==> src/rtl/regfile_writeback_pkg.sv <==
// Shared widths and source identifiers for the register-file writeback arbiter.
package regfile_writeback_pkg;

  localparam int unsigned DEF_DATA_WIDTH    = 16;
  localparam int unsigned DEF_REGADDR_WIDTH = 3;

  typedef enum logic {
    SRC_ALU = 1'b0,
    SRC_LSU = 1'b1
  } src_e;

  function automatic src_e other_src(input src_e s);
    return (s == SRC_ALU) ? SRC_LSU : SRC_ALU;
  endfunction

endpackage

==> src/rtl/regfile_writeback_if.sv <==
// Writeback bus: ALU and LSU producer handshakes, flush, register-file write port and status.
interface regfile_writeback_if
  import regfile_writeback_pkg::*;
#(
  parameter int unsigned DATA_WIDTH    = DEF_DATA_WIDTH,
  parameter int unsigned REGADDR_WIDTH = DEF_REGADDR_WIDTH,
  parameter int unsigned NUM_REGS      = 1 << REGADDR_WIDTH
) ();

  logic                     alu_valid;
  logic                     alu_ready;
  logic [REGADDR_WIDTH-1:0] alu_reg;
  logic [DATA_WIDTH-1:0]    alu_data;

  logic                     lsu_valid;
  logic                     lsu_ready;
  logic [REGADDR_WIDTH-1:0] lsu_reg;
  logic [DATA_WIDTH-1:0]    lsu_data;

  logic                     flush;

  logic                     reg_write;
  logic [REGADDR_WIDTH-1:0] write_reg;
  logic [DATA_WIDTH-1:0]    write_data;
  logic [NUM_REGS-1:0]      busy;
  logic                     idle;

  modport master (
    output alu_valid, alu_reg, alu_data,
    output lsu_valid, lsu_reg, lsu_data,
    output flush,
    input  alu_ready, lsu_ready,
    input  reg_write, write_reg, write_data, busy, idle
  );

  modport slave (
    input  alu_valid, alu_reg, alu_data,
    input  lsu_valid, lsu_reg, lsu_data,
    input  flush,
    output alu_ready, lsu_ready,
    output reg_write, write_reg, write_data, busy, idle
  );

endinterface

==> src/rtl/regfile_writeback_wb_slot.sv <==
// One-entry writeback holding register with occupied flag; refill wins over drain on the same edge.
module wb_slot #(
  parameter int unsigned DATA_WIDTH    = 16,
  parameter int unsigned REGADDR_WIDTH = 3
) (
  input  logic                     clk,
  input  logic                     reset_n,
  input  logic                     load,
  input  logic                     drain,
  input  logic                     flush,
  input  logic [REGADDR_WIDTH-1:0] in_reg,
  input  logic [DATA_WIDTH-1:0]    in_data,
  output logic                     occupied,
  output logic [REGADDR_WIDTH-1:0] slot_reg,
  output logic [DATA_WIDTH-1:0]    slot_data
);

  always_ff @(posedge clk or negedge reset_n) begin
    if (!reset_n) begin
      occupied  <= 1'b0;
      slot_reg  <= '0;
      slot_data <= '0;
    end else if (flush) begin
      occupied <= 1'b0;
    end else if (load) begin
      occupied  <= 1'b1;
      slot_reg  <= in_reg;
      slot_data <= in_data;
    end else if (drain) begin
      occupied <= 1'b0;
    end
  end

endmodule

==> src/rtl/regfile_writeback.sv <==
// Two-source register-file writeback arbiter: per-source slots, age/round-robin grant, busy mask.
module regfile_writeback
  import regfile_writeback_pkg::*;
#(
  parameter int unsigned DATA_WIDTH    = DEF_DATA_WIDTH,
  parameter int unsigned REGADDR_WIDTH = DEF_REGADDR_WIDTH,
  parameter int unsigned NUM_REGS      = 1 << REGADDR_WIDTH
) (
  input  logic                clk,
  input  logic                reset_n,
  regfile_writeback_if.slave  wb
);

  logic                     alu_occ, lsu_occ;
  logic [REGADDR_WIDTH-1:0] alu_q_reg, lsu_q_reg;
  logic [DATA_WIDTH-1:0]    alu_q_data, lsu_q_data;

  logic                     grant_alu, grant_lsu;
  logic                     alu_ready, lsu_ready;
  logic                     alu_load, lsu_load;

  src_e                     rr_prio;
  src_e                     older;

  logic                     reg_write_q;
  logic [REGADDR_WIDTH-1:0] write_reg_q;
  logic [DATA_WIDTH-1:0]    write_data_q;
  logic [NUM_REGS-1:0]      busy_c;

  wb_slot #(
    .DATA_WIDTH   (DATA_WIDTH),
    .REGADDR_WIDTH(REGADDR_WIDTH)
  ) u_alu_slot (
    .clk      (clk),
    .reset_n  (reset_n),
    .load     (alu_load),
    .drain    (grant_alu),
    .flush    (wb.flush),
    .in_reg   (wb.alu_reg),
    .in_data  (wb.alu_data),
    .occupied (alu_occ),
    .slot_reg (alu_q_reg),
    .slot_data(alu_q_data)
  );

  wb_slot #(
    .DATA_WIDTH   (DATA_WIDTH),
    .REGADDR_WIDTH(REGADDR_WIDTH)
  ) u_lsu_slot (
    .clk      (clk),
    .reset_n  (reset_n),
    .load     (lsu_load),
    .drain    (grant_lsu),
    .flush    (wb.flush),
    .in_reg   (wb.lsu_reg),
    .in_data  (wb.lsu_data),
    .occupied (lsu_occ),
    .slot_reg (lsu_q_reg),
    .slot_data(lsu_q_data)
  );

  // Same destination must retire in load order; otherwise alternate sources.
  always_comb begin
    grant_alu = 1'b0;
    grant_lsu = 1'b0;
    if (!wb.flush) begin
      if (alu_occ && lsu_occ) begin
        if (alu_q_reg == lsu_q_reg) begin
          grant_alu = (older == SRC_ALU);
          grant_lsu = (older == SRC_LSU);
        end else begin
          grant_alu = (rr_prio == SRC_ALU);
          grant_lsu = (rr_prio == SRC_LSU);
        end
      end else begin
        grant_alu = alu_occ;
        grant_lsu = lsu_occ;
      end
    end
  end

  always_comb begin
    alu_ready = reset_n && !wb.flush && (!alu_occ || grant_alu);
    lsu_ready = reset_n && !wb.flush && (!lsu_occ || grant_lsu);
    alu_load  = wb.alu_valid && alu_ready;
    lsu_load  = wb.lsu_valid && lsu_ready;
  end

  always_ff @(posedge clk or negedge reset_n) begin
    if (!reset_n) begin
      rr_prio <= SRC_ALU;
    end else if (grant_alu) begin
      rr_prio <= SRC_LSU;
    end else if (grant_lsu) begin
      rr_prio <= SRC_ALU;
    end
  end

  // A lone load makes the other slot the older one; a joint load ranks ALU first.
  always_ff @(posedge clk or negedge reset_n) begin
    if (!reset_n) begin
      older <= SRC_ALU;
    end else if (alu_load && lsu_load) begin
      older <= SRC_ALU;
    end else if (alu_load) begin
      older <= other_src(SRC_ALU);
    end else if (lsu_load) begin
      older <= other_src(SRC_LSU);
    end
  end

  always_ff @(posedge clk or negedge reset_n) begin
    if (!reset_n) begin
      reg_write_q  <= 1'b0;
      write_reg_q  <= '0;
      write_data_q <= '0;
    end else begin
      reg_write_q <= grant_alu || grant_lsu;
      if (grant_alu) begin
        write_reg_q  <= alu_q_reg;
        write_data_q <= alu_q_data;
      end else if (grant_lsu) begin
        write_reg_q  <= lsu_q_reg;
        write_data_q <= lsu_q_data;
      end
    end
  end

  always_comb begin
    busy_c = '0;
    for (int unsigned r = 0; r < NUM_REGS; r++) begin
      if ((alu_occ     && (alu_q_reg   == REGADDR_WIDTH'(r))) ||
          (lsu_occ     && (lsu_q_reg   == REGADDR_WIDTH'(r))) ||
          (reg_write_q && (write_reg_q == REGADDR_WIDTH'(r)))) begin
        busy_c[r] = 1'b1;
      end
    end
  end

  assign wb.alu_ready  = alu_ready;
  assign wb.lsu_ready  = lsu_ready;
  assign wb.reg_write  = reg_write_q;
  assign wb.write_reg  = write_reg_q;
  assign wb.write_data = write_data_q;
  assign wb.busy       = busy_c;
  assign wb.idle       = !alu_occ && !lsu_occ && !reg_write_q;

endmodule

==> src/flat_wrapper.sv <==
// flat-port wrapper written by rule: the top's interface ports become plain ports
module regfile_writeback_flat import regfile_writeback_pkg::*;
#(
  parameter int unsigned DATA_WIDTH    = DEF_DATA_WIDTH,
  parameter int unsigned REGADDR_WIDTH = DEF_REGADDR_WIDTH,
  parameter int unsigned NUM_REGS      = 1 << REGADDR_WIDTH
)
  (clk, reset_n, wb_alu_valid, wb_alu_reg, wb_alu_data, wb_lsu_valid, wb_lsu_reg, wb_lsu_data, wb_flush, wb_alu_ready, wb_lsu_ready, wb_reg_write, wb_write_reg, wb_write_data, wb_busy, wb_idle);
  regfile_writeback_if #(.DATA_WIDTH(DATA_WIDTH), .REGADDR_WIDTH(REGADDR_WIDTH), .NUM_REGS(NUM_REGS)) wb_i ();
  input  logic clk;
  input  logic reset_n;
  input wire logic [$bits(wb_i.alu_valid)-1:0] wb_alu_valid;
  input wire logic [$bits(wb_i.alu_reg)-1:0] wb_alu_reg;
  input wire logic [$bits(wb_i.alu_data)-1:0] wb_alu_data;
  input wire logic [$bits(wb_i.lsu_valid)-1:0] wb_lsu_valid;
  input wire logic [$bits(wb_i.lsu_reg)-1:0] wb_lsu_reg;
  input wire logic [$bits(wb_i.lsu_data)-1:0] wb_lsu_data;
  input wire logic [$bits(wb_i.flush)-1:0] wb_flush;
  output wire logic [$bits(wb_i.alu_ready)-1:0] wb_alu_ready;
  output wire logic [$bits(wb_i.lsu_ready)-1:0] wb_lsu_ready;
  output wire logic [$bits(wb_i.reg_write)-1:0] wb_reg_write;
  output wire logic [$bits(wb_i.write_reg)-1:0] wb_write_reg;
  output wire logic [$bits(wb_i.write_data)-1:0] wb_write_data;
  output wire logic [$bits(wb_i.busy)-1:0] wb_busy;
  output wire logic [$bits(wb_i.idle)-1:0] wb_idle;
  assign wb_i.alu_valid = wb_alu_valid;
  assign wb_i.alu_reg = wb_alu_reg;
  assign wb_i.alu_data = wb_alu_data;
  assign wb_i.lsu_valid = wb_lsu_valid;
  assign wb_i.lsu_reg = wb_lsu_reg;
  assign wb_i.lsu_data = wb_lsu_data;
  assign wb_i.flush = wb_flush;
  assign wb_alu_ready = wb_i.alu_ready;
  assign wb_lsu_ready = wb_i.lsu_ready;
  assign wb_reg_write = wb_i.reg_write;
  assign wb_write_reg = wb_i.write_reg;
  assign wb_write_data = wb_i.write_data;
  assign wb_busy = wb_i.busy;
  assign wb_idle = wb_i.idle;
  regfile_writeback #(.DATA_WIDTH(DATA_WIDTH), .REGADDR_WIDTH(REGADDR_WIDTH), .NUM_REGS(NUM_REGS)) u_core (.clk(clk), .reset_n(reset_n), .wb(wb_i));
endmodule
==> config.mk <==
export PLATFORM = sky130hd
export DESIGN_NAME = regfile_writeback_flat
export DESIGN_NICKNAME = d
export VERILOG_FILES = /design/src/rtl/regfile_writeback_pkg.sv /design/src/rtl/regfile_writeback_if.sv /design/src/rtl/regfile_writeback_wb_slot.sv /design/src/rtl/regfile_writeback.sv /design/src/flat_wrapper.sv
export SDC_FILE = /design/constraint.sdc
export NUM_CORES = 1
export LEC_CHECK = 0
export ABC_AREA = 0
export BUFFER_PORTS_ARGS = -buffer_cell sky130_fd_sc_hd__buf_2
export CORE_ASPECT_RATIO = 0.8
export CORE_MARGIN = 3
export CORE_UTILIZATION = 53
export CTS_CLUSTER_SIZE = 10
export DETAILED_ROUTE_END_ITERATION = 6
export GPL_TIMING_DRIVEN = 0
export HOLD_SLACK_MARGIN = 0.05
export PLACE_DENSITY_LB_ADDON = 0.15
export RECOVER_POWER = 100
export SLEW_MARGIN = 0
export SYNTH_ARGS = -nofsm -noshare
export SYNTH_HDL_FRONTEND = slang
export SYNTH_SLANG_ARGS = --single-unit
==> constraint.sdc <==
create_clock -name clk -period 2.18 [get_ports clk]
set_input_delay 0 -clock clk [delete_from_list [all_inputs] [get_ports clk]]
set_output_delay 0 -clock clk [all_outputs]
set_load 0.03 [all_outputs]
==> load_flow_metrics.sql, run 1 <==
INSERT INTO impl_metrics (metric_group, metric, value, unit) VALUES
('outcome', 'run_status', 'finished with violations', ''),
('outcome', 'violations', 'hold timing', ''),
('worst_setup_path', 'r2r_setup_slack', '80', 'ps'),
('grt', 'first_pass_grt_wire_length', '11.9', 'mm'),
('grt', 'grt_overflow_total', '0', ''),
('logic_synthesis', 'post_synth_edffs', '0', ''),
('power', 'switching_share', '34.4', '%'),
('sta', 'fmax', '477', 'MHz'),
('grt', 'grt_start_max_net_pins', '66', ''),
('logic_synthesis', 'netlist_top_cells_area', 'sky130_fd_sc_hd__dfrtp_1 (51%), sky130_fd_sc_hd__mux2_1 (8.5%), sky130_fd_sc_hd__o221a_1 (7.0%)', ''),
('sta', 'final_hold_violations', '62', ''),
('power', 'worst_ir_drop_vdd', '468', 'µV'),
('sta', 'rsz_0062_raised_after_global_routing', 'no', ''),
('worst_setup_path', 'crit_type', 'register to register', ''),
('worst_setup_path', 'crit_path_start_kind', 'register', ''),
('worst_setup_path', 'crit-reg2reg-launch', 'u_core.u_alu_slot.slot_reg[0]$_DFFE_PN0P_', ''),
('clock_network', 'tritoncts.num_buffers', '9', ''),
('place', 'place.gp.congestion', '0.901', ''),
('worst_setup_path', 'crit_fanout', '10', ''),
('drt', 'vias', '2438', ''),
('power', 'power.switching', '1.35', 'mW'),
('logic_synthesis', 'seq_area_frac_synth', '50.7', '%'),
('sta', 'finalSetupViolations', '0', ''),
('sta', 'worst_hold_slack', '-260', 'ps'),
('clock_network', 'clk_transition_reported_paths', '60', 'ps'),
('grt', 'number_of_global_route_vias_before_repair', '2351', ''),
('clock_network', 'clock_sinks', '62', ''),
('drt', 'detail_route.vias_per_cell', '5.48', ''),
('worst_setup_path', 'critical_path.startpoint', 'u_core.u_alu_slot.slot_reg[0]$_DFFE_PN0P_', ''),
('logic_synthesis', 'yosys_warnings', '0', ''),
('final_layout', 'antenna_cells', '0', ''),
('drt', 'drt_drc_violations_left', '0', ''),
('clock_network', 'cts.root.buffer_cell', 'sky130_fd_sc_hd__clkbuf_8', ''),
('logic_synthesis', 'count_of_cell_types_in_the_netlist', '43', ''),
('power', 'seq_power_share', '40.5', '%'),
('logic_synthesis', 'post-synth-top-area-cell', 'sky130_fd_sc_hd__dfrtp_1', ''),
('worst_setup_path', 'endpoint', 'u_core.u_alu_slot.slot_data[3]$_DFFE_PN0P_', ''),
('power', 'power_leakage', '1.79', 'nW'),
('logic_synthesis', 'gate_count_of_the_mapped_netlist', '232', ''),
('logic_synthesis', 'synth_seq_cells', '62', ''),
('worst_setup_path', 'critPathRequiredTime', '2390', 'ps'),
('power', 'design_power_total', '3.94', 'mW'),
('sta', 'final_period_minus_worst_setup_slack', '2100', 'ps'),
('clock_network', 'ctsHoldBuffers', '41', ''),
('clock_network', 'cts-htree-levels', '3', ''),
('die', 'floorplan.core_area', '0.00553', 'mm²'),
('logic_synthesis', 'synthesis.area', '0.00306', 'mm²'),
('logic_synthesis', 'async_reset_ff_share', '100', '%'),
('drt', 'wl_per_cell', '16.5', 'µm'),
('die', 'placementRows', '24', ''),
('drt', 'ant_nets', '0', ''),
('grt', 'antenna_found_initial', '0', ''),
('grt', 'grtUsageTotal', '23.1', '%'),
('sta', 'layout_worst_path_cycle_share', '96.3', '%'),
('power', 'intPower', '2.58', 'mW'),
('logic_synthesis', 'mappedNetlistNets', '275', ''),
('place', 'detailed_place_hpwl', '4.63', 'mm'),
('sta', 'worst_clock_skew', '9.52', 'ps'),
('worst_setup_path', 'r2r-end', 'u_core.u_alu_slot.slot_data[3]$_DFFE_PN0P_', ''),
('final_layout', 'flow.area_growth_from_synthesis', '36.1', '%'),
('run', 'drv.max_cap_violation_count', '0', ''),
('sta', 'fin_setup_tns', '0', 'ps'),
('place', 'buffer_ports.inserted', '73', ''),
('worst_setup_path', 'worst_r2r_path_depth', '6', ''),
('die', 'effective_utilization_at_floorplan', '55.4', '%'),
('die', 'die_width', '91.0', 'µm'),
('clock_network', 'cts_tree', 'yes', ''),
('sta', 'max-slew-margin-rel', '47.9', '%'),
('logic_synthesis', 'synth_area_per_cell', '13.2', 'µm²'),
('drt', 'routed_wl', '7.36', 'mm'),
('logic_synthesis', 'synthFlopType', 'sky130_fd_sc_hd__dfrtp_1', '');
[area by class of cell]
cell class	count	area, µm²
Fill cell	389	1360
Multi-Input combinational cell	150	1380
Tap cell	78	97.6
Buffer	16	119
Clock inverter	6	86.3
Sequential cell	62	1550
Timing Repair Buffer	119	787
Inverter	4	15.0
Clock buffer	10	128
[cells in the mapped netlist, types with 4 or more instances]
library cell and n:
sky130_fd_sc_hd__buf_2 4, sky130_fd_sc_hd__buf_6 4, sky130_fd_sc_hd__clkbuf_1 4, sky130_fd_sc_hd__dfrtp_1 62, sky130_fd_sc_hd__inv_1 4, sky130_fd_sc_hd__mux2_1 23
sky130_fd_sc_hd__mux2_2 5, sky130_fd_sc_hd__mux2_4 10, sky130_fd_sc_hd__nand2_1 9, sky130_fd_sc_hd__nand2b_1 19, sky130_fd_sc_hd__nand3_1 12, sky130_fd_sc_hd__nor2_1 4
sky130_fd_sc_hd__nor2b_1 7, sky130_fd_sc_hd__o221a_1 19
[power groups by stage]
| stage | sequential, mW | combinational [mW] | clock (mW) |
|---|---|---|---|
| after CTS | 1.58 | 1.27 | 1.11 |
| after detailed placement | 1.60 | 1.21 | 0 |
| after global placement | 1.59 | 1.18 | 0 |
| after global routing | 1.63 | 1.35 | 1.15 |
| after floorplan | 1.80 | 0.666 | 0 |
| final | 1.59 | 1.25 | 1.09 |
[worst min-delay path by stage]
stage	from	end	slack [ps]	cells after the start
finish	reset_n	u_core.u_lsu_slot.occupied$_DFFE_PN0P_	-260	1
detailed placement	reset_n	u_core.u_lsu_slot.occupied$_DFFE_PN0P_	140	1
global placement	wb_lsu_valid	u_core.older$_DFFE_PN0P_	210	2
CTS	reset_n	u_core.wb.write_data[7]$_DFFE_PN0P_	-240	1
global route	reset_n	u_core.u_alu_slot.occupied$_DFFE_PN0P_	-200	1
floorplan	reset_n	u_core.older$_DFFE_PN0P_	-300	0
[metrics by stage]
stage / worst slack (ps) / instance area [µm²] / util [%] / instances
detailed placement: -91.3 / 3530 / 63.8 / 383
global route: 15.0 / 4170 / 75.4 / 445
CTS: 3.91 / 4150 / 75.1 / 440
finish: 81.6 / 4170 / 75.4 / 445
global placement: -571 / 3520 / 63.8 / 383
floorplan: 274 / 3060 / - / 232
[cells by family after synthesis]
family          share of synthesized area (%)
flops                                    50.7
mux                                      15.2
buf+inv                                  4.33
xor+xnor                                 3.31
simple gates                             13.0
compound gates                           13.5
[worst max-delay path, cell delays in order, from the launching register on]
cell and delay, ps:
sky130_fd_sc_hd__dfrtp_1 410, sky130_fd_sc_hd__buf_6 160, sky130_fd_sc_hd__xnor2_2 280, sky130_fd_sc_hd__a311oi_1 160
sky130_fd_sc_hd__a311oi_2 330, sky130_fd_sc_hd__buf_4 280, sky130_fd_sc_hd__mux2_1 360
[placed cells by master (no fill, tap or decap), drive strengths merged, types with 7 or more instances in the layout]
master / Yosys / final
dfrtp: 62 / 62
buf: 12 / 56
clkbuf: 4 / 48
dlygate4sd3: 0 / 41
mux2: 38 / 38
nand2b: 19 / 19
o221a: 19 / 19
nand3: 12 / 12
nand2: 9 / 9
nor2b: 7 / 7
[routing by layer]
metal | track usage, % | wire [µm] | vias to the layer above
li1 | - | - | 1128
met4 | 10.2 | 129 | 0
met5 | 0 | 0 | -
met1 | 29.5 | 3350 | 1205
met3 | 6.88 | 431 | 16
met2 | 37.2 | 3450 | 89
[timing repair]
| action | 4_1_cts | 5_1_grt |
|---|---|---|
| gates resized for setup | 0 | 5 |
| setup endpoints to repair | 10 | 29 |
| hold endpoints to repair | 103 | 62 |
| setup buffers | 0 | 5 |
| pin swaps | 1 | 1 |
Power figures use the tool's default switching activity.
==> run 2, diff against run 1 <==
CELL_PAD_IN_SITES_DETAIL_PLACEMENT = 1   (was unset)
CELL_PAD_IN_SITES_GLOBAL_PLACEMENT = 1   (was unset)
CORE_UTILIZATION = 43   (was 53)
==> load_flow_metrics.sql, run 2 (synthesis results as in run 1) <==
INSERT INTO impl_metrics (metric_group, metric, value, unit) VALUES
('grt', 'number_of_global_route_vias_before_repair', '2801', ''),
('die', 'effective_utilization_at_floorplan', '46.1', '%'),
('die', 'floorplan.core_area', '0.00664', 'mm²'),
('final_layout', 'flow.area_growth_from_synthesis', '37.0', '%'),
('final_layout', 'final_net_count', '402', ''),
('final_layout', 'most_common_cell_after_layout_fill_and_taps_aside', 'sky130_fd_sc_hd__dfrtp_1', ''),
('clock_network', 'cts.root.buffer_cell', 'sky130_fd_sc_hd__clkbuf_8', ''),
('drt', 'drt_drc_violations_left', '0', ''),
('sta', 'final.setup.worst_slack', '58.7', 'ps'),
('drt', 'detail_route.vias_per_cell', '5.69', ''),
('drt', 'wl_per_cell', '23.0', 'µm'),
('final_layout', 'multi_input_comb_area', '0.00141', 'mm²'),
('worst_setup_path', 'crit_fanout', '10', ''),
('grt', 'first_pass_grt_wire_length', '16.0', 'mm'),
('sta', 'fin_setup_tns', '0', 'ps'),
('die', 'placementRows', '26', ''),
('worst_setup_path', 'critical_path.max_stage_delay', '400', 'ps'),
('drt', 'ant_nets', '0', ''),
('final_layout', 'antenna_cells', '0', ''),
('place', 'buffer_ports.inserted', '73', ''),
('worst_setup_path', 'crit_type', 'register to register', ''),
('worst_setup_path', 'worst_ep_arrival_time', '2350', 'ps'),
('sta', 'max-slew-margin-rel', '46.1', '%'),
('final_layout', 'final_layout_size_suffix_gt1_share', '29.9', '%'),
('place', 'place.gp.congestion', '0.802', ''),
('power', 'switching_share', '37.1', '%'),
('worst_setup_path', 'critPathRequiredTime', '2410', 'ps'),
('sta', 'slew_viol_final', '0', ''),
('grt', 'grt_overflow_total', '0', ''),
('grt', 'grtUsageTotal', '26.3', '%'),
('worst_setup_path', 'crit_path_start_kind', 'register', ''),
('worst_setup_path', 'crit-reg2reg-launch', 'u_core.u_lsu_slot.slot_reg[2]$_DFFE_PN0P_', ''),
('worst_setup_path', 'cell_class_contributing_the_biggest_share_of_worst_path_delay', 'compound AO/OA/AOI/OAI gates', ''),
('grt', 'grt_start_max_net_pins', '66', ''),
('power', 'worst_ir_drop_vdd', '553', 'µV'),
('grt', 'antenna_found_initial', '0', ''),
('worst_setup_path', 'cpMaxStageDelayCell', 'sky130_fd_sc_hd__o31ai_4', ''),
('sta', 'layout_worst_path_cycle_share', '97.3', '%'),
('clock_network', 'tritoncts.num_buffers', '9', ''),
('power', 'power.switching', '1.51', 'mW'),
('die', 'ios', '74', ''),
('clock_network', 'cts_tree', 'yes', ''),
('power', 'p_clk_share', '26.3', '%'),
('clock_network', 'clock_sinks', '62', ''),
('final_layout', 'fillCellCount', '686', ''),
('worst_setup_path', 'worst-path-buf-inv', '2', ''),
('run', 'drv.max_cap_violation_count', '0', ''),
('worst_setup_path', 'r2r_setup_slack', '60', 'ps'),
('hold_path', 'holdCritPathClass', 'primary input to async pin', ''),
('drt', 'initialDrtViolationCount', '123', ''),
('drt', 'routed_wl', '10.3', 'mm'),
('place', 'detailed_place_hpwl', '5.31', 'mm'),
('final_layout', 'layout.area.seq', '0.00155', 'mm²'),
('outcome', 'violations', 'hold timing', ''),
('clock_network', 'cts_max_path_buffers', '2', ''),
('drt', 'vias', '2547', ''),
('place', 'preCtsSetupSlack', '-144', 'ps'),
('sta', 'worst_clock_skew', '10.1', 'ps'),
('clock_network', 'ctsHoldBuffers', '42', ''),
('sta', 'slew_at_the_pin_closest_to_its_max_slew_limit', '809', 'ps'),
('outcome', 'run_status', 'finished with violations', ''),
('power', 'combPwrFrac', '33.1', '%'),
('clock_network', 'cts-htree-levels', '3', ''),
('power', 'seq_power_share', '40.6', '%'),
('clock_network', 'clk_transition_reported_paths', '70', 'ps'),
('final_layout', 'final_cell_mix', 'sky130_fd_sc_hd__dfrtp_1 (62), sky130_fd_sc_hd__buf_2 (53), sky130_fd_sc_hd__dlygate4sd3_1 (42)', ''),
('sta', 'final_period_minus_worst_setup_slack', '2120', 'ps'),
('sta', 'final_hold_violations', '62', ''),
('clock_network', 'clock_insertion_delay_at_the_later_pin_of_the_skew_report', '350', 'ps'),
('worst_setup_path', 'critical_path_cell_count', '6', ''),
('sta', 'finalSetupViolations', '0', ''),
('worst_setup_path', 'worst_setup_path_end_kind', 'register', ''),
('die', 'die-area', '0.00817', 'mm²'),
('worst_setup_path', 'r2r-end', 'u_core.wb.write_data[15]$_DFFE_PN0P_', ''),
('drt', 'dr.pass1.iters', '4', ''),
('worst_setup_path', 'critical_path.cell_chain', 'clkbuf_4 > xor2_2 > o31ai_4 > a31oi_4 > buf_2 > o221a_1', ''),
('sta', 'fmax', '471', 'MHz'),
('power', 'power_density', '968', 'mW/mm²'),
('sta', 'worst_hold_slack', '-268', 'ps'),
('power', 'intPower', '2.55', 'mW'),
('worst_setup_path', 'worst_r2r_path_depth', '6', ''),
('die', 'chipHeight', '81.5', 'µm'),
('die', 'die_width', '100', 'µm'),
('power', 'power_leakage', '1.81', 'nW');
## run 2: cell types whose count changed in the layout (fill, tap and decap cells not counted), sizes merged
| cell | delta |
|---|---|
| buf | +10 |
| bufinv | -1 |
| clkbuf | -13 |
| clkinv | -2 |
| clkinvlp | +2 |
| dlygate4sd3 | +1 |
## run 2: worst reg2reg max path, delay by kind of cell, from the launching register on
kind	cells	cell delay, ps
buffers and inverters	2	500
AO/OA/AOI/OAI	3	930
XOR/XNOR	1	210
flip-flops	1	370
## run 2: through the flow
stage,cells,instance area (µm²),utilization [%],total power [mW]
finish,448,4190,63.2,4.06
global route,448,4190,63.2,4.26
CTS,449,4180,63.0,3.96
detailed placement,389,3530,53.2,2.84
global placement,389,3530,53.2,2.79
floorplan,232,3060,-,2.46
## run 2: power groups by stage
| stage | sequential (mW) | clock [mW] | combinational, mW |
|---|---|---|---|
| after floorplan | 1.80 | 0 | 0.666 |
| after global placement | 1.60 | 0 | 1.19 |
| after detailed placement | 1.62 | 0 | 1.22 |
| after CTS | 1.60 | 1.07 | 1.29 |
| after global routing | 1.67 | 1.15 | 1.43 |
| final | 1.65 | 1.07 | 1.34 |
## run 2: per-layer routing
metal	vias to the layer above	wire, µm	global-route usage [%]	share of wire (%)
met2	105	5260	44.8	51
met1	1309	4290	33.7	42
met3	20	574	6.54	5.6
met5	-	0	0	0
li1	1113	-	-	-
met4	0	174	7.40	1.7
## run 2: worst max path at each step
stage,from,endpoint,slack [ps]
6_report,u_core.u_lsu_slot.slot_reg[2]$_DFFE_PN0P_,u_core.wb.write_data[15]$_DFFE_PN0P_,60
5_1_grt,u_core.u_lsu_slot.slot_reg[2]$_DFFE_PN0P_,u_core.u_alu_slot.slot_data[6]$_DFFE_PN0P_,-30
4_1_cts,u_core.u_alu_slot.slot_reg[1]$_DFFE_PN0P_,u_core.u_alu_slot.slot_data[2]$_DFFE_PN0P_,10
3_5_place_dp,reset_n,u_core.u_lsu_slot.slot_data[13]$_DFFE_PN0P_,-140
3_3_place_gp,reset_n,u_core.u_lsu_slot.slot_data[12]$_DFFE_PN0P_,-600
2_1_floorplan,u_core.u_alu_slot.slot_reg[1]$_DFFE_PN0P_,u_core.u_lsu_slot.slot_data[10]$_DFFE_PN0P_,270
## run 2: timing repair
item,in CTS,in global routing
endpoints found under the hold margin,103,62
endpoints found under the setup margin,10,30
buffers inserted,2,0
cloned,0,0
pin swaps,1,0
gates resized for setup,0,10
## run 2: area by class of cell
class,instances,area share (%)
Clock inverter,5,1.37
Inverter,4,0.358
Timing Repair Buffer,117,18.6
Clock buffer,11,3.61
Sequential cell,62,37.0
Buffer,15,2.89
Multi-Input combinational cell,150,33.7
Tap cell,84,2.51
==> run 3, diff against run 2 <==
==> constraint.sdc (replaced) <==
create_clock -name clk -period 2.18 [get_ports clk]
set_input_delay 0.327 -clock clk [delete_from_list [all_inputs] [get_ports clk]]
set_output_delay 0.327 -clock clk [all_outputs]
set_load 0.03 [all_outputs]
==> load_flow_metrics.sql, run 3 (synthesis results as in run 1) <==
INSERT INTO impl_metrics (metric_group, metric, value, unit) VALUES
('outcome', 'run_status', 'finished with violations', ''),
('outcome', 'violations', 'hold timing', ''),
('sta', 'finalSetupViolations', '0', ''),
('sta', 'fmax', '467', 'MHz'),
('grt', 'grt_start_max_net_pins', '66', ''),
('sta', 'final_period_minus_worst_setup_slack', '2140', 'ps'),
('power', 'power.switching', '1.38', 'mW'),
('drt', 'vias', '2288', ''),
('sta', 'fin_setup_tns', '0', 'ps'),
('grt', 'first_pass_grt_wire_length', '12.5', 'mm'),
('sta', 'slew_viol_final', '0', ''),
('sta', 'worst_clock_skew', '9.14', 'ps'),
('worst_setup_path', 'crit_path_start_kind', 'register', ''),
('sta', 'final.setup.worst_slack', '40.5', 'ps'),
('worst_setup_path', 'r2r_setup_slack', '40', 'ps'),
('die', 'die_width', '100', 'µm'),
('grt', 'grtUsageTotal', '20.2', '%'),
('worst_setup_path', 'crit-reg2reg-launch', 'u_core.u_alu_slot.slot_reg[2]$_DFFE_PN0P_', ''),
('final_layout', 'fillCellCount', '714', ''),
('clock_network', 'tritoncts.num_buffers', '9', ''),
('worst_setup_path', 'worst_r2r_path_depth', '6', ''),
('clock_network', 'clock_sinks', '62', ''),
('grt', 'antenna_found_initial', '0', ''),
('place', 'place.gp.congestion', '0.802', ''),
('hold_path', 'holdCritPathClass', 'primary input to async pin', ''),
('drt', 'drt_drc_violations_left', '0', ''),
('power', 'power_density', '1030', 'mW/mm²'),
('power', 'power_leakage', '1.66', 'nW'),
('power', 'p_clk_share', '26.8', '%'),
('drt', 'wl_per_cell', '18.8', 'µm'),
('clock_network', 'cts.root.buffer_cell', 'sky130_fd_sc_hd__clkbuf_8', ''),
('sta', 'max-slew-margin-rel', '60.9', '%'),
('sta', 'rsz_0062_raised_after_global_routing', 'yes', ''),
('place', 'detailed_place_hpwl', '5.31', 'mm'),
('clock_network', 'cts_tree', 'yes', ''),
('die', 'chipHeight', '81.5', 'µm'),
('die', 'effective_utilization_at_floorplan', '46.1', '%'),
('worst_setup_path', 'worst_setup_path_end_kind', 'register', ''),
('worst_setup_path', 'critPathRequiredTime', '2400', 'ps'),
('final_layout', 'most_common_cell_after_layout_fill_and_taps_aside', 'sky130_fd_sc_hd__dfrtp_1', ''),
('final_layout', 'postLayoutCoreUtil', '57.4', '%'),
('final_layout', 'antenna_cells', '0', ''),
('final_layout', 'flow.area_growth_from_synthesis', '24.5', '%'),
('grt', 'grt_overflow_total', '0', ''),
('sta', 'worst_hold_slack', '-38.4', 'ps'),
('drt', 'detail_route.vias_per_cell', '5.59', ''),
('clock_network', 'clock_insertion_delay_at_the_later_pin_of_the_skew_report', '340', 'ps'),
('final_layout', 'final_layout_size_suffix_gt1_share', '35.4', '%'),
('worst_setup_path', 'crit_fanout', '10', ''),
('die', 'floorplan.core_area', '0.00664', 'mm²'),
('drt', 'routed_wl', '7.68', 'mm'),
('grt', 'number_of_global_route_vias_before_repair', '2388', ''),
('power', 'combPwrFrac', '32.0', '%'),
('clock_network', 'clk_transition_reported_paths', '70', 'ps'),
('die', 'placementRows', '26', ''),
('final_layout', 'final_cell_mix', 'sky130_fd_sc_hd__dfrtp_1 (60), sky130_fd_sc_hd__buf_2 (52), sky130_fd_sc_hd__mux2_1 (23)', ''),
('worst_setup_path', 'r2r-end', 'u_core.u_alu_slot.slot_data[11]$_DFFE_PN0P_', ''),
('drt', 'initialDrtViolationCount', '78', ''),
('place', 'buffer_ports.inserted', '73', ''),
('drt', 'dr.pass1.iters', '4', ''),
('worst_setup_path', 'worst_ep_arrival_time', '2360', 'ps'),
('sta', 'slew_at_the_pin_closest_to_its_max_slew_limit', '587', 'ps'),
('run', 'drv.max_cap_violation_count', '0', ''),
('final_layout', 'final_net_count', '363', ''),
('power', 'seq_power_share', '41.3', '%'),
('place', 'preCtsSetupSlack', '-471', 'ps'),
('power', 'worst_ir_drop_vdd', '613', 'µV'),
('die', 'die-area', '0.00817', 'mm²'),
('clock_network', 'cts-htree-levels', '3', ''),
('power', 'intPower', '2.52', 'mW'),
('die', 'ios', '74', ''),
('sta', 'final_hold_violations', '54', ''),
('sta', 'layout_worst_path_cycle_share', '98.1', '%'),
('worst_setup_path', 'crit_type', 'register to register', ''),
('power', 'switching_share', '35.4', '%'),
('drt', 'ant_nets', '0', ''),
('clock_network', 'cts_max_path_buffers', '2', '');
-- run 3: changes by cell type in the layout (fill, tap and decap cells not counted), sizes merged --
cell	change
dlygate4sd3	-42
buf	+3
-- run 3: what timing repair did --
| action | CTS | global route |
|---|---|---|
| setup endpoints to repair | 29 | 34 |
| endpoints found under the hold margin | 62 | 62 |
| setup buffers | 2 | 4 |
| resized for setup | 7 | 8 |
| pin swaps | 4 | 3 |
-- run 3: area by class of cell --
type | count | area, µm² | area share (%)
clock buffers | 11 | 151 | 3.97
well taps | 84 | 105 | 2.76
inverters | 4 | 15.0 | 0.394
plain buffers | 14 | 125 | 3.28
clock inverters | 5 | 57.6 | 1.51
multi-input cells | 150 | 1410 | 37.0
flip-flops and latches | 62 | 1550 | 40.8
repair buffers | 79 | 394 | 10.3
-- run 3: how the worst max path moves through the flow --
stage	to	slack (ps)	startpoint
finish	u_core.u_alu_slot.slot_data[11]$_DFFE_PN0P_	40	u_core.u_alu_slot.slot_reg[2]$_DFFE_PN0P_
global placement	u_core.u_lsu_slot.slot_data[12]$_DFFE_PN0P_	-930	reset_n
floorplan	wb_busy[4]	30	u_core.u_alu_slot.occupied$_DFFE_PN0P_
global route	wb_alu_ready	-70	u_core.u_alu_slot.slot_reg[2]$_DFFE_PN0P_
detailed placement	u_core.u_lsu_slot.slot_data[13]$_DFFE_PN0P_	-470	reset_n
CTS	wb_alu_ready	0.2	u_core.u_lsu_slot.slot_reg[2]$_DFFE_PN0P_
-- run 3: through the flow --
step	area, µm²	instances	power (mW)
floorplan	3060	232	2.46
global placement	3530	389	2.79
detailed placement	3530	389	2.84
CTS	3790	405	3.95
global route	3810	409	4.13
finish	3810	409	3.91
-- run 3: metal layers --
layer | GRT usage (%) | vias up | share of wire (%)
li1 | - | 1044 | -
met2 | 30.9 | 68 | 46
met1 | 27.6 | 1168 | 47
met4 | 6.19 | 0 | 1.0
met3 | 6.45 | 8 | 5.5
met5 | 0 | - | 0
-- run 3: critical path, cell delays in order, from the launching register on --
cell and delay, ps:
sky130_fd_sc_hd__dfrtp_1 360, sky130_fd_sc_hd__buf_4 180, sky130_fd_sc_hd__xor2_2 270, sky130_fd_sc_hd__nor3_1 110, sky130_fd_sc_hd__a311oi_1 430, sky130_fd_sc_hd__clkbuf_4 330
sky130_fd_sc_hd__mux2_1 340
-- run 3: power by group through the flow --
stage | sequential, mW | clock [mW] | combinational (mW)
finish | 1.61 | 1.05 | 1.25
global route | 1.65 | 1.13 | 1.35
CTS | 1.60 | 1.07 | 1.27
detailed placement | 1.62 | 0 | 1.22
global placement | 1.60 | 0 | 1.19
floorplan | 1.80 | 0 | 0.666
